<file path="src/rtl/prob2_sched_pkg.sv">
// +--------------------------------------------------------------------+
// | prob2states : shared types for the Problem 2 detector and its     |
// | round-robin frame scheduler.                  Rev 1.1             |
// +--------------------------------------------------------------------+
`default_nettype none

package prob2states;

  // Detector state encodings, unchanged from the original detector.
  typedef enum logic [2:0] {
    S1 = 3'd0,
    S2 = 3'd1,
    S3 = 3'd2,
    S4 = 3'd3,
    S5 = 3'd4
  } det_state_t;

  typedef enum logic [1:0] {
    IDLE  = 2'd0,
    SHIFT = 2'd1,
    DRAIN = 2'd2,
    DONE  = 2'd3
  } sched_state_t;

  localparam int SCHED_W_DEFAULT = 8;

  // Requester index to serve, given the request vector and the last-served index.
  function automatic logic arb_pick(input logic [1:0] req, input logic last_id);
    logic pick;
    if (req == 2'b11) begin
      pick = ~last_id;
    end else begin
      pick = req[1];
    end
    return pick;
  endfunction

endpackage

`default_nettype wire

</file>
<file path="src/rtl/prob2_sched_if.sv">
// +--------------------------------------------------------------------+
// | prob2_sched_if : requester/detector-side bundle of prob2_sched.   |
// |                                               Rev 1.1             |
// +--------------------------------------------------------------------+
`default_nettype none

interface prob2_sched_if
  import prob2states::*;
#(
  parameter int W  = SCHED_W_DEFAULT,
  parameter int CW = $clog2(W + 1)
);

  logic [1:0]    req;
  logic [W-1:0]  data0;
  logic [W-1:0]  data1;
  logic [1:0]    gnt;
  logic          X;
  logic          Z1;
  logic          Z2;
  logic          busy;
  logic          done;
  logic          done_id;
  logic [CW-1:0] z1_cnt;
  logic [CW-1:0] z2_cnt;

  modport slave (
    input  req, data0, data1, Z1, Z2,
    output gnt, X, busy, done, done_id, z1_cnt, z2_cnt
  );

  modport master (
    output req, data0, data1, Z1, Z2,
    input  gnt, X, busy, done, done_id, z1_cnt, z2_cnt
  );

endinterface

`default_nettype wire

</file>
<file path="src/rtl/prob2_sched_ser.sv">
// +--------------------------------------------------------------------+
// | prob2_ser : frame shift register with bit index and last-bit flag.|
// |                                               Rev 1.1             |
// +--------------------------------------------------------------------+
`default_nettype none

module prob2_ser #(
  parameter int W = 8
) (
  input  logic         clk,
  input  logic         reset,
  input  logic         i_load,
  input  logic         i_shift,
  input  logic [W-1:1] i_load_data,
  output logic         o_next_bit,
  output logic         o_first,
  output logic         o_last
);

  localparam int IW = $clog2(W);

  // Bit 0 of the word goes straight to X at acceptance, so only the
  // upper bits are stored; sr_q[0] is always the bit for the next cycle.
  logic [W-2:0] sr_q, sr_d;
  logic [IW-1:0] idx_q, idx_d;

  always_comb begin
    sr_d  = sr_q;
    idx_d = idx_q;
    if (i_load) begin
      sr_d  = i_load_data;
      idx_d = '0;
    end else if (i_shift) begin
      sr_d  = sr_q >> 1;
      idx_d = idx_q + 1'b1;
    end
  end

  always_ff @(posedge clk) begin
    if (reset) begin
      sr_q  <= '0;
      idx_q <= '0;
    end else begin
      sr_q  <= sr_d;
      idx_q <= idx_d;
    end
  end

  assign o_next_bit = sr_q[0];
  assign o_first    = (idx_q == '0);
  assign o_last     = (idx_q == IW'(W - 1));

endmodule

`default_nettype wire

</file>
<file path="src/rtl/prob2_sched.sv">
// +--------------------------------------------------------------------+
// | prob2_sched : round-robin scheduler/serializer sharing the        |
// | Problem 2 detector between two requesters.    Rev 1.1             |
// +--------------------------------------------------------------------+
`default_nettype none

module prob2_sched
  import prob2states::*;
#(
  parameter int W  = SCHED_W_DEFAULT,
  parameter int CW = $clog2(W + 1)
) (
  input  logic         clk,
  input  logic         reset,
  prob2_sched_if.slave bus
);

  sched_state_t  state_q, state_d;
  logic [1:0]    gnt_q, gnt_d;
  logic          x_q, x_d;
  logic          busy_q, busy_d;
  logic          done_q, done_d;
  logic          id_q, id_d;
  logic          ptr_q, ptr_d;
  logic [CW-1:0] z1_q, z1_d;
  logic [CW-1:0] z2_q, z2_d;

  logic          sel_id;
  logic [W-1:0]  sel_data;
  logic          ser_load;
  logic          ser_shift;
  logic          ser_next_bit;
  logic          ser_first;
  logic          ser_last;
  logic [CW-1:0] z1_inc;
  logic [CW-1:0] z2_inc;

  assign sel_id   = arb_pick(bus.req, ptr_q);
  assign sel_data = sel_id ? bus.data1 : bus.data0;
  assign z1_inc   = {{(CW-1){1'b0}}, bus.Z1};
  assign z2_inc   = {{(CW-1){1'b0}}, bus.Z2};

  prob2_ser #(
    .W (W)
  ) u_ser (
    .clk         (clk),
    .reset       (reset),
    .i_load      (ser_load),
    .i_shift     (ser_shift),
    .i_load_data (sel_data[W-1:1]),
    .o_next_bit  (ser_next_bit),
    .o_first     (ser_first),
    .o_last      (ser_last)
  );

  always_comb begin
    state_d   = state_q;
    gnt_d     = 2'b00;
    x_d       = 1'b0;
    busy_d    = busy_q;
    done_d    = 1'b0;
    id_d      = id_q;
    ptr_d     = ptr_q;
    z1_d      = z1_q;
    z2_d      = z2_q;
    ser_load  = 1'b0;
    ser_shift = 1'b0;

    case (state_q)
      IDLE: begin
        if (|bus.req) begin
          state_d  = SHIFT;
          gnt_d    = sel_id ? 2'b10 : 2'b01;
          x_d      = sel_data[0];
          busy_d   = 1'b1;
          id_d     = sel_id;
          ptr_d    = sel_id;
          z1_d     = '0;
          z2_d     = '0;
          ser_load = 1'b1;
        end
      end

      SHIFT: begin
        // Z seen in cycle 0 belongs to the idle zero before the frame.
        if (!ser_first) begin
          z1_d = z1_q + z1_inc;
          z2_d = z2_q + z2_inc;
        end
        if (ser_last) begin
          state_d = DRAIN;
        end else begin
          x_d       = ser_next_bit;
          ser_shift = 1'b1;
        end
      end

      DRAIN: begin
        z1_d    = z1_q + z1_inc;
        z2_d    = z2_q + z2_inc;
        done_d  = 1'b1;
        state_d = DONE;
      end

      DONE: begin
        busy_d  = 1'b0;
        state_d = IDLE;
      end

      default: begin
        state_d = IDLE;
        busy_d  = 1'b0;
      end
    endcase
  end

  always_ff @(posedge clk) begin
    if (reset) begin
      state_q <= IDLE;
      gnt_q   <= 2'b00;
      x_q     <= 1'b0;
      busy_q  <= 1'b0;
      done_q  <= 1'b0;
      id_q    <= 1'b0;
      ptr_q   <= 1'b1;
      z1_q    <= '0;
      z2_q    <= '0;
    end else begin
      state_q <= state_d;
      gnt_q   <= gnt_d;
      x_q     <= x_d;
      busy_q  <= busy_d;
      done_q  <= done_d;
      id_q    <= id_d;
      ptr_q   <= ptr_d;
      z1_q    <= z1_d;
      z2_q    <= z2_d;
    end
  end

  assign bus.gnt     = gnt_q;
  assign bus.X       = x_q;
  assign bus.busy    = busy_q;
  assign bus.done    = done_q;
  assign bus.done_id = id_q;
  assign bus.z1_cnt  = z1_q;
  assign bus.z2_cnt  = z2_q;

endmodule

`default_nettype wire

</file>
<file path="src/flat_wrapper.sv">
// flat-port wrapper written by rule: the top's interface ports become plain ports
module prob2_sched_flat import prob2states::*;
#(
  parameter int W  = SCHED_W_DEFAULT,
  parameter int CW = $clog2(W + 1)
)
  (clk, reset, bus_req, bus_data0, bus_data1, bus_Z1, bus_Z2, bus_gnt, bus_X, bus_busy, bus_done, bus_done_id, bus_z1_cnt, bus_z2_cnt);
  prob2_sched_if #(.W(W), .CW(CW)) bus_i ();
  input  logic clk;
  input  logic reset;
  input wire logic [$bits(bus_i.req)-1:0] bus_req;
  input wire logic [$bits(bus_i.data0)-1:0] bus_data0;
  input wire logic [$bits(bus_i.data1)-1:0] bus_data1;
  input wire logic [$bits(bus_i.Z1)-1:0] bus_Z1;
  input wire logic [$bits(bus_i.Z2)-1:0] bus_Z2;
  output wire logic [$bits(bus_i.gnt)-1:0] bus_gnt;
  output wire logic [$bits(bus_i.X)-1:0] bus_X;
  output wire logic [$bits(bus_i.busy)-1:0] bus_busy;
  output wire logic [$bits(bus_i.done)-1:0] bus_done;
  output wire logic [$bits(bus_i.done_id)-1:0] bus_done_id;
  output wire logic [$bits(bus_i.z1_cnt)-1:0] bus_z1_cnt;
  output wire logic [$bits(bus_i.z2_cnt)-1:0] bus_z2_cnt;
  assign bus_i.req = bus_req;
  assign bus_i.data0 = bus_data0;
  assign bus_i.data1 = bus_data1;
  assign bus_i.Z1 = bus_Z1;
  assign bus_i.Z2 = bus_Z2;
  assign bus_gnt = bus_i.gnt;
  assign bus_X = bus_i.X;
  assign bus_busy = bus_i.busy;
  assign bus_done = bus_i.done;
  assign bus_done_id = bus_i.done_id;
  assign bus_z1_cnt = bus_i.z1_cnt;
  assign bus_z2_cnt = bus_i.z2_cnt;
  prob2_sched #(.W(W), .CW(CW)) u_core (.clk(clk), .reset(reset), .bus(bus_i));
endmodule
</file>
<file path="config.mk">
export PLATFORM = sky130hd
export DESIGN_NAME = prob2_sched_flat
export DESIGN_NICKNAME = d
export VERILOG_FILES = /design/src/rtl/prob2_sched_pkg.sv /design/src/rtl/prob2_sched_if.sv /design/src/rtl/prob2_sched_ser.sv /design/src/rtl/prob2_sched.sv /design/src/flat_wrapper.sv
export SDC_FILE = /design/constraint.sdc
export NUM_CORES = 1
export LEC_CHECK = 0
export CORE_MARGIN = 2
export CORE_UTILIZATION = 49
export CTS_BUF_LIST = sky130_fd_sc_hd__clkbuf_4
export DETAILED_ROUTE_END_ITERATION = 10
export GPL_ROUTABILITY_DRIVEN = 0
export GPL_TIMING_DRIVEN = 1
export PLACE_DENSITY = 0.8
export SETUP_SLACK_MARGIN = 0.2
export SYNTH_ARGS = -nofsm -noshare
export SYNTH_HDL_FRONTEND = slang
export SYNTH_SLANG_ARGS = --single-unit
</file>
<file path="constraint.sdc">
create_clock -name clk -period 2.2 [get_ports clk]
set_clock_uncertainty 0.2 [all_clocks]
set_input_delay 0.33 -clock clk [delete_from_list [all_inputs] [get_ports clk]]
set_output_delay 0.33 -clock clk [all_outputs]
set_load 0.01 [all_outputs]
</file>
==> results of run 1 <==
cell usage after synthesis, drive strengths merged:
| cell | instances |
|---|---|
| and3b | 1 |
| dfxtp | 27 |
| o21a | 1 |
| mux2i | 1 |
| nor2b | 4 |
| nand2b | 2 |
| o21ai | 3 |
| a21o | 6 |
| ha | 11 |
| a21oi | 22 |
| nor3b | 1 |
| a22oi | 2 |
| a32o | 2 |
| nand4b | 2 |
| a21boi | 1 |
| o32ai | 8 |
| inv | 9 |
| nand2 | 12 |
| xnor2 | 1 |
| nand3 | 6 |
| and2b | 1 |
| buf | 4 |
| or2 | 1 |
| a21bo | 1 |
| o22ai | 2 |
| clkbuf | 4 |
| nor2 | 13 |
| or3 | 3 |
| nor3 | 4 |
metal layers:
| metal | routed length, microns | vias up | GRT usage |
|---|---|---|---|
| li1 | - | 634 | - |
| met2 | 1639 | 29 | 0.3810 |
| met5 | 0 | - | 0 |
| met4 | 61 | 0 | 0.1030 |
| met1 | 1354 | 597 | 0.2471 |
| met3 | 167 | 7 | 0.04608 |
cell families after synthesis:
logic type / after synthesis
and+or+nand+nor: 50
muxes: 1
xor gates and xnor gates: 1
buffers and inverters: 17
AOI/OAI and AO/OA: 48
DFF: 27
adders and majority gates: 11
final timing paths:
check / to / slack [ns] / cells past startpoint
worst max-delay path: u_core.u_ser.sr_q[2] / 0.32 / 8
worst min register to register: u_core.u_ser.sr_q[4] / 0.27 / 2
worst min-delay path: u_core.u_ser.sr_q[4] / 0.27 / 2
worst max register to register: u_core.u_ser.sr_q[2] / 0.32 / 8
critical path: stages, from the launching register on:
cell and delay, ns:
dfxtp_1 0.41, inv_1 0.08, ha_1 0.20, buf_4 0.18
o21a_1 0.21, nor2_1 0.18, buf_4 0.17, nand2_1 0.06
a21oi_1 0.14
power by group through the flow:
stage	clock network, uW	logic, uW	registers, uW
floorplan	0	716	707
global placement	0	993	694
detailed placement	0	1040	705
CTS	229	1050	693
global route	251	1170	711
finish	221	1050	695
layout make-up:
| cell class | count | area (sq um) |
|---|---|---|
| fill | 229 | 895.9 |
| multi-input combinational | 111 | 754.5 |
| sequential | 27 | 541.8 |
| timing repair buffer | 44 | 417.9 |
| tap | 31 | 38.79 |
| inverter | 9 | 33.78 |
| clock buffer | 3 | 22.52 |
| clock inverter | 1 | 5.005 |
repair_timing:
action / in CTS / in global routing
buffers inserted: 0 / 0
endpoints found under the setup margin: 0 / 9
gates resized for setup: 0 / 2
placed cells by master, fill, tap and decap left out, types with 2 or more instances in the layout:
cell type / count
nand4b_1: 2
buf_4: 9
a32o_1: 2
a22oi_1: 2
nor3_1: 3
o21ai_2: 2
o22ai_1: 2
nor2_1: 13
dfxtp_1: 26
o32ai_1: 8
clkdlybuf4s50_1: 35
a21o_1: 6
inv_1: 9
nand2b_1: 2
clkbuf_4: 3
ha_1: 11
a21oi_1: 20
nand2_1: 12
nand3_1: 6
a21oi_2: 2
or3_1: 2
nor2b_1: 4
registers in the layout, indices dropped and copies added, names as in the netlist:
| name | flops |
|---|---|
| u_core.bus.z1_cnt | 4 |
| u_core.bus.done_id | 1 |
| u_core.bus.done | 1 |
| u_core.bus.X | 1 |
| u_core.bus.busy | 1 |
| u_core.bus.z2_cnt | 4 |
| u_core.bus.gnt | 2 |
| u_core.u_ser.idx_q | 3 |
| u_core.ptr_q | 1 |
| u_core.u_ser.sr_q | 7 |
| u_core.state_q | 2 |
through the flow:
step	instances	setup slack (ns)	util	instance area [sq um]	hold WS, ns
final	226	0.3206	0.6694	1814	0.2650
after global routing	226	0.2010	0.6694	1814	0.2892
after CTS	226	0.2536	0.6671	1808	0.2667
after detailed placement	222	0.06530	0.6570	1780	0.2471
after global placement	222	0.1381	0.6570	1780	0.2398
after floorplan	155	0.4138	-	1371	0.2322
==> results.py, run 1 <==
metrics = {
    "sta": {
        "setup_violations": 0,
        "fmaxAchievable_mhz": 532.1,
        "fin_crit_ns": 1.879,
        "hold_viol_final": 0,
        "tightest_slew_ns": 0.3872,
        "rsz0062_at_grt": "false",
        "period_share": 0.8543,
        "slew_headroom": 0.7419,
        "finalSetupTns_ns": 0,
        "slew_viol_final": 0,
    },
    "power_and_ir_drop": {
        "clock_power_share": 0.113,
        "finalPower_uw": 1964,
        "intPower_uw": 1176,
        "p_per_area_nw_per_um2": 1083,
        "seq_power_share": 0.354,
        "switching_share": 0.4012,
        "pwr-share-comb": 0.534,
        "ir_worst_vdd_v": 0.0008001,
        "p_leak_uw": 0.0007165,
        "p_sw_uw": 788.1,
    },
    "critical_path": {
        "worstSetupStartpoint": "u_core.state_q[1]",
        "critical_path_class": "register to register",
        "reg2reg_from": "u_core.state_q[1]",
        "critical_path_peak_fanout": 11,
        "cp-start-kind": "register",
        "cp-end-kind": "register",
        "worst_ep_required_time_ns": 2.28,
        "arrival_ns": 1.96,
    },
    "global_route": {
        "grt_pass1_vias": 1277,
        "grt_overflow_total": 0,
        "grt_max_degree": 16,
        "grt_pass1_wl_microns": 5533,
        "grt_use_total": 0.2164,
        "antenna_found_initial": 0,
    },
    "clocking": {
        "clock-root-buffer": "clkbuf_4",
        "cts_buffer_depth": 2,
        "insertion_delay_ns": 0.33,
        "cts_tree": "done",
        "postCtsHoldBufs": 0,
        "cts_buffers": 3,
        "clkSlewWorstSetupHoldPaths_ns": 0.15,
        "cts.sinks": 27,
        "htreeDepth": 1,
    },
    "min_path": {
        "hold_path.startpoint": "u_core.u_ser.sr_q[4]",
        "hold_path_class": "register to register",
    },
    "detailed_routing": {
        "drtAntennaViolNets": 0,
        "drcViolationCount": 0,
        "vias_per_cell": 5.606,
        "vias": 1267,
        "avgRoutedWirePerCell_microns": 14.26,
        "drtIter0Drc": 21,
        "wl_microns": 3222,
        "drt_pass1_iterations": 4,
    },
    "synthesis": {
        "synth_xor_area_frac": 0.006387,
        "synth_simple_gate_area_share": 0.1934,
        "muxShareOfSynthArea": 0.007299,
        "synth_top_area_share": 0.3942,
        "synth_cell_type_count": 33,
        "synth_nets": 188,
        "ys_seq_elements": 27,
        "postSynthAreaPerCell_sq_um": 8.847,
        "synth_adder_area_share": 0.1004,
        "yosys_warnings": 0,
        "synth_top_family_by_area": "compound AO/OA/AOI/OAI gates",
        "synth_area_leader_cell": "dfxtp_1",
        "netlist_instances": 155,
        "yosysSeqAreaShare": 0.3942,
        "synth_compound_area_frac": 0.2391,
        "syn_area_sq_um": 1371,
        "yosys-top-cells-area": "dfxtp_1 (39%), ha_1 (10%), a21oi_1 (7.3%)",
    },
    "final_layout": {
        "nNetsFinal": 229,
        "area.growth.synth_to_final_pct": 32.30,
        "layout-drive-gt1-share": 0.1179,
        "antennaDiodeCount": 0,
    },
    "die": {
        "die_h_microns": 56.90,
        "die_area_sq_um": 3238,
        "initial_core_util": 0.5060,
        "core_area_sq_um": 2710,
        "row_count": 19,
        "die_w_microns": 56.90,
        "pin_count": 36,
    },
    "run": {
        "cap_violations": 0,
    },
    "placement": {
        "portBuffers": 35,
        "dp_hpwl_microns": 2527,
    },
    "status": {
        "status": "finished, final reports clean",
    },
}
Power figures use the tool's default switching activity.
==> run 2, diff against run 1 <==
--- a/config.mk
+++ b/config.mk
@@ -15,4 +15,5 @@
 export SETUP_SLACK_MARGIN = 0.2
 export SYNTH_ARGS = -nofsm -noshare
 export SYNTH_HDL_FRONTEND = slang
+export SYNTH_HIERARCHICAL = 1
 export SYNTH_SLANG_ARGS = --single-unit
==> run 2 against run 1 <==
Clock power hardly changed; synthesized cell count fell by 3.2%; count of clock-buffer cells in the layout up 1; non-clock buffer count fell by 2; critical path type unchanged; sequential cell count is the same; register-to-register slack lost 0.03 ns.
==> results.py, run 2 <==
metrics = {
    "status": {
        "status": "finished, final reports clean",
    },
    "clocking": {
        "htreeDepth": 1,
        "cts_tree": "done",
        "postCtsResizedCells": 1,
        "cts_buffer_depth": 2,
        "postCtsHoldBufs": 0,
        "post_cts_buffers": 0,
        "cts.sinks": 27,
        "clkSlewWorstSetupHoldPaths_ns": 0.14,
        "cts_buffers": 3,
        "clock-root-buffer": "clkbuf_4",
        "insertion_delay_ns": 0.31,
    },
    "final_layout": {
        "largest_register": "u_core/u_ser/sr_q",
        "largest_reg_flops": 7,
        "antennaDiodeCount": 0,
        "final_cell_mix": "clkdlybuf4s50_1 (35), dfxtp_1 (26), a21oi_1 (11), ha_1 (11)",
        "fin_area_sq_um": 1851,
        "layout-drive-gt1-share": 0.1429,
        "mostFrequentLayoutCell": "clkdlybuf4s50_1",
        "nNetsFinal": 224,
        "area.growth.synth_to_final_pct": 32.05,
    },
    "sta": {
        "rsz0062_at_grt": "false",
        "tightest_slew_ns": 0.3766,
        "hold_viol_final": 0,
        "fin_crit_ns": 1.908,
        "hold_slack_ns": 0.2899,
        "slew_headroom": 0.7489,
        "setup_violations": 0,
        "slew_viol_final": 0,
        "finalSetupTns_ns": 0,
        "period_share": 0.8672,
        "fmaxAchievable_mhz": 524.1,
    },
    "detailed_routing": {
        "vias_per_cell": 5.564,
        "drtAntennaViolNets": 0,
        "drtIter0Drc": 28,
        "drt_pass1_iterations": 4,
        "wl_microns": 3150,
        "vias": 1224,
        "avgRoutedWirePerCell_microns": 14.32,
        "drcViolationCount": 0,
    },
    "critical_path": {
        "r2r-end": "u_core/bus.z1_cnt[0]",
        "reg2reg_from": "u_core/state_q[0]",
        "r2r_slack_ns": 0.29,
        "cp-start-kind": "register",
        "critPathCapture": "u_core/bus.z1_cnt[0]",
        "critical_path_peak_fanout": 8,
        "arrival_ns": 1.93,
        "rr_worst_depth": 6,
        "cp-end-kind": "register",
        "cp_slowest_cell": "or3_1",
        "worst_ep_required_time_ns": 2.22,
        "critical_path_class": "register to register",
        "slowest_delay_ns": 0.40,
        "worstSetupStartpoint": "u_core/state_q[0]",
        "path_cells": "inv_1, ha_1, or3_1, and3_2, nand3_1, a21oi_1",
    },
    "power_and_ir_drop": {
        "pwr-share-comb": 0.536,
        "p_per_area_nw_per_um2": 1074,
        "p_leak_uw": 0.0007313,
        "clock_power_share": 0.111,
        "switching_share": 0.3988,
        "ir_worst_vdd_v": 0.0006494,
        "seq_power_share": 0.353,
        "p_sw_uw": 792.8,
        "intPower_uw": 1195,
    },
    "die": {
        "die_h_microns": 57.48,
        "pin_count": 36,
        "initial_core_util": 0.5126,
        "die_area_sq_um": 3303,
        "row_count": 19,
        "core_area_sq_um": 2734,
        "die_w_microns": 57.48,
    },
    "global_route": {
        "grt_overflow_total": 0,
        "grt_pass1_wl_microns": 5126,
        "grt_use_total": 0.1953,
        "grt_max_degree": 24,
        "antenna_found_initial": 0,
        "gr-max-usage-layer": "met2",
        "use_met2": 0.3685,
        "use_met3": 0.02948,
        "grt_use_met1": 0.2186,
        "grt_pass1_vias": 1232,
    },
    "synthesis": {
        "synthTopCellsByCount": "dfxtp_1 (27), ha_1 (12), a21oi_1 (11), nor2b_1 (11), nand2_1 (10)",
        "netlist_instances": 150,
        "ys_seq_elements": 27,
        "synth-main-ff-cell": "dfxtp_1",
        "synth_nets": 184,
        "yosys_warnings": 6,
        "yosysSeqAreaShare": 0.3857,
        "yosysMostFrequentCell": "dfxtp_1",
        "synth_top_area_share": 0.3857,
        "postSynthAreaPerCell_sq_um": 9.342,
        "synth_cell_type_count": 34,
        "synth_enable_flop_cells": 0,
        "async_reset_ff_frac": 0,
        "syn_area_sq_um": 1401,
        "yosys-top-cells-area": "dfxtp_1 (39%), ha_1 (11%), mux2i_1 (6.4%)",
        "synth_area_leader_cell": "dfxtp_1",
    },
    "placement": {
        "portBuffers": 35,
        "postPlaceCellArea_sq_um": 1800,
        "dp_hpwl_microns": 2453,
    },
    "min_path": {
        "hold_path_class": "register to register",
    },
    "run": {
        "cap_violations": 0,
    },
}
[run 2: worst max-delay path, delay by kind of cell (launching register included)]
kind,cells,cell delay [ns]
buffers and inverters,1,0.10
adders and majority gates,1,0.24
and+or+nand+nor,3,0.81
DFF,1,0.39
AOI/OAI and AO/OA,1,0.07
[run 2: metal layers]
metal	wire [microns]	vias up
met5	0	-
met4	25	0
met3	132	4
met2	1664	37
met1	1328	583
li1	-	600
[run 2: area by class of cell]
cell class	instances	area (sq um)
fillers	246	883.3
inverters	6	22.52
clock buffers	4	30.03
flip-flops and latches	27	544.3
multi-input cells	110	812.0
repair buffers	42	402.9
well taps	31	38.79
[run 2: how the worst min path moves through the flow]
| stage | slack, ns | to | cells after the start | startpoint |
|---|---|---|---|---|
| after floorplan | 0.28 | u_core/bus.X | 2 | u_core/u_ser/sr_q[0] |
| after global placement | 0.25 | u_core/bus.done_id | 2 | u_core/bus.done_id |
| after detailed placement | 0.28 | u_core/bus.z2_cnt[0] | 2 | u_core/bus.z2_cnt[0] |
| after CTS | 0.30 | u_core/bus.z2_cnt[0] | 2 | u_core/bus.z2_cnt[0] |
| after global routing | 0.32 | u_core/bus.done_id | 2 | u_core/bus.done_id |
| final | 0.29 | u_core/bus.z2_cnt[0] | 2 | u_core/bus.z2_cnt[0] |
[run 2: logic make-up after synthesis]
family          after synthesis  share of synthesized area
simple gates                 54                     0.2134
compound gates               27                     0.1205
flops                        27                     0.3857
mux                          16                     0.1205
buf+inv                      13                    0.04642
fa+ha+maj                    12                     0.1071
xor+xnor                      1                   0.006251
[run 2: power groups by stage]
stage	Combinational [uW]	Clock, uW	Sequential, uW
finish	1060	221	702
global route	1150	253	715
CTS	1020	229	698
detailed placement	1020	0	707
global placement	968	0	694
floorplan	722	0	702
[run 2: metrics by stage]
step	power, uW	util	std cells	setup slack [ns]
floorplan	1424	-	150	0.3563
global route	2121	0.6769	220	0.1999
CTS	1948	0.6700	220	0.2071
detailed placement	1725	0.6586	216	0.06914
finish	1988	0.6769	220	0.2921
global placement	1663	0.6586	216	0.1642
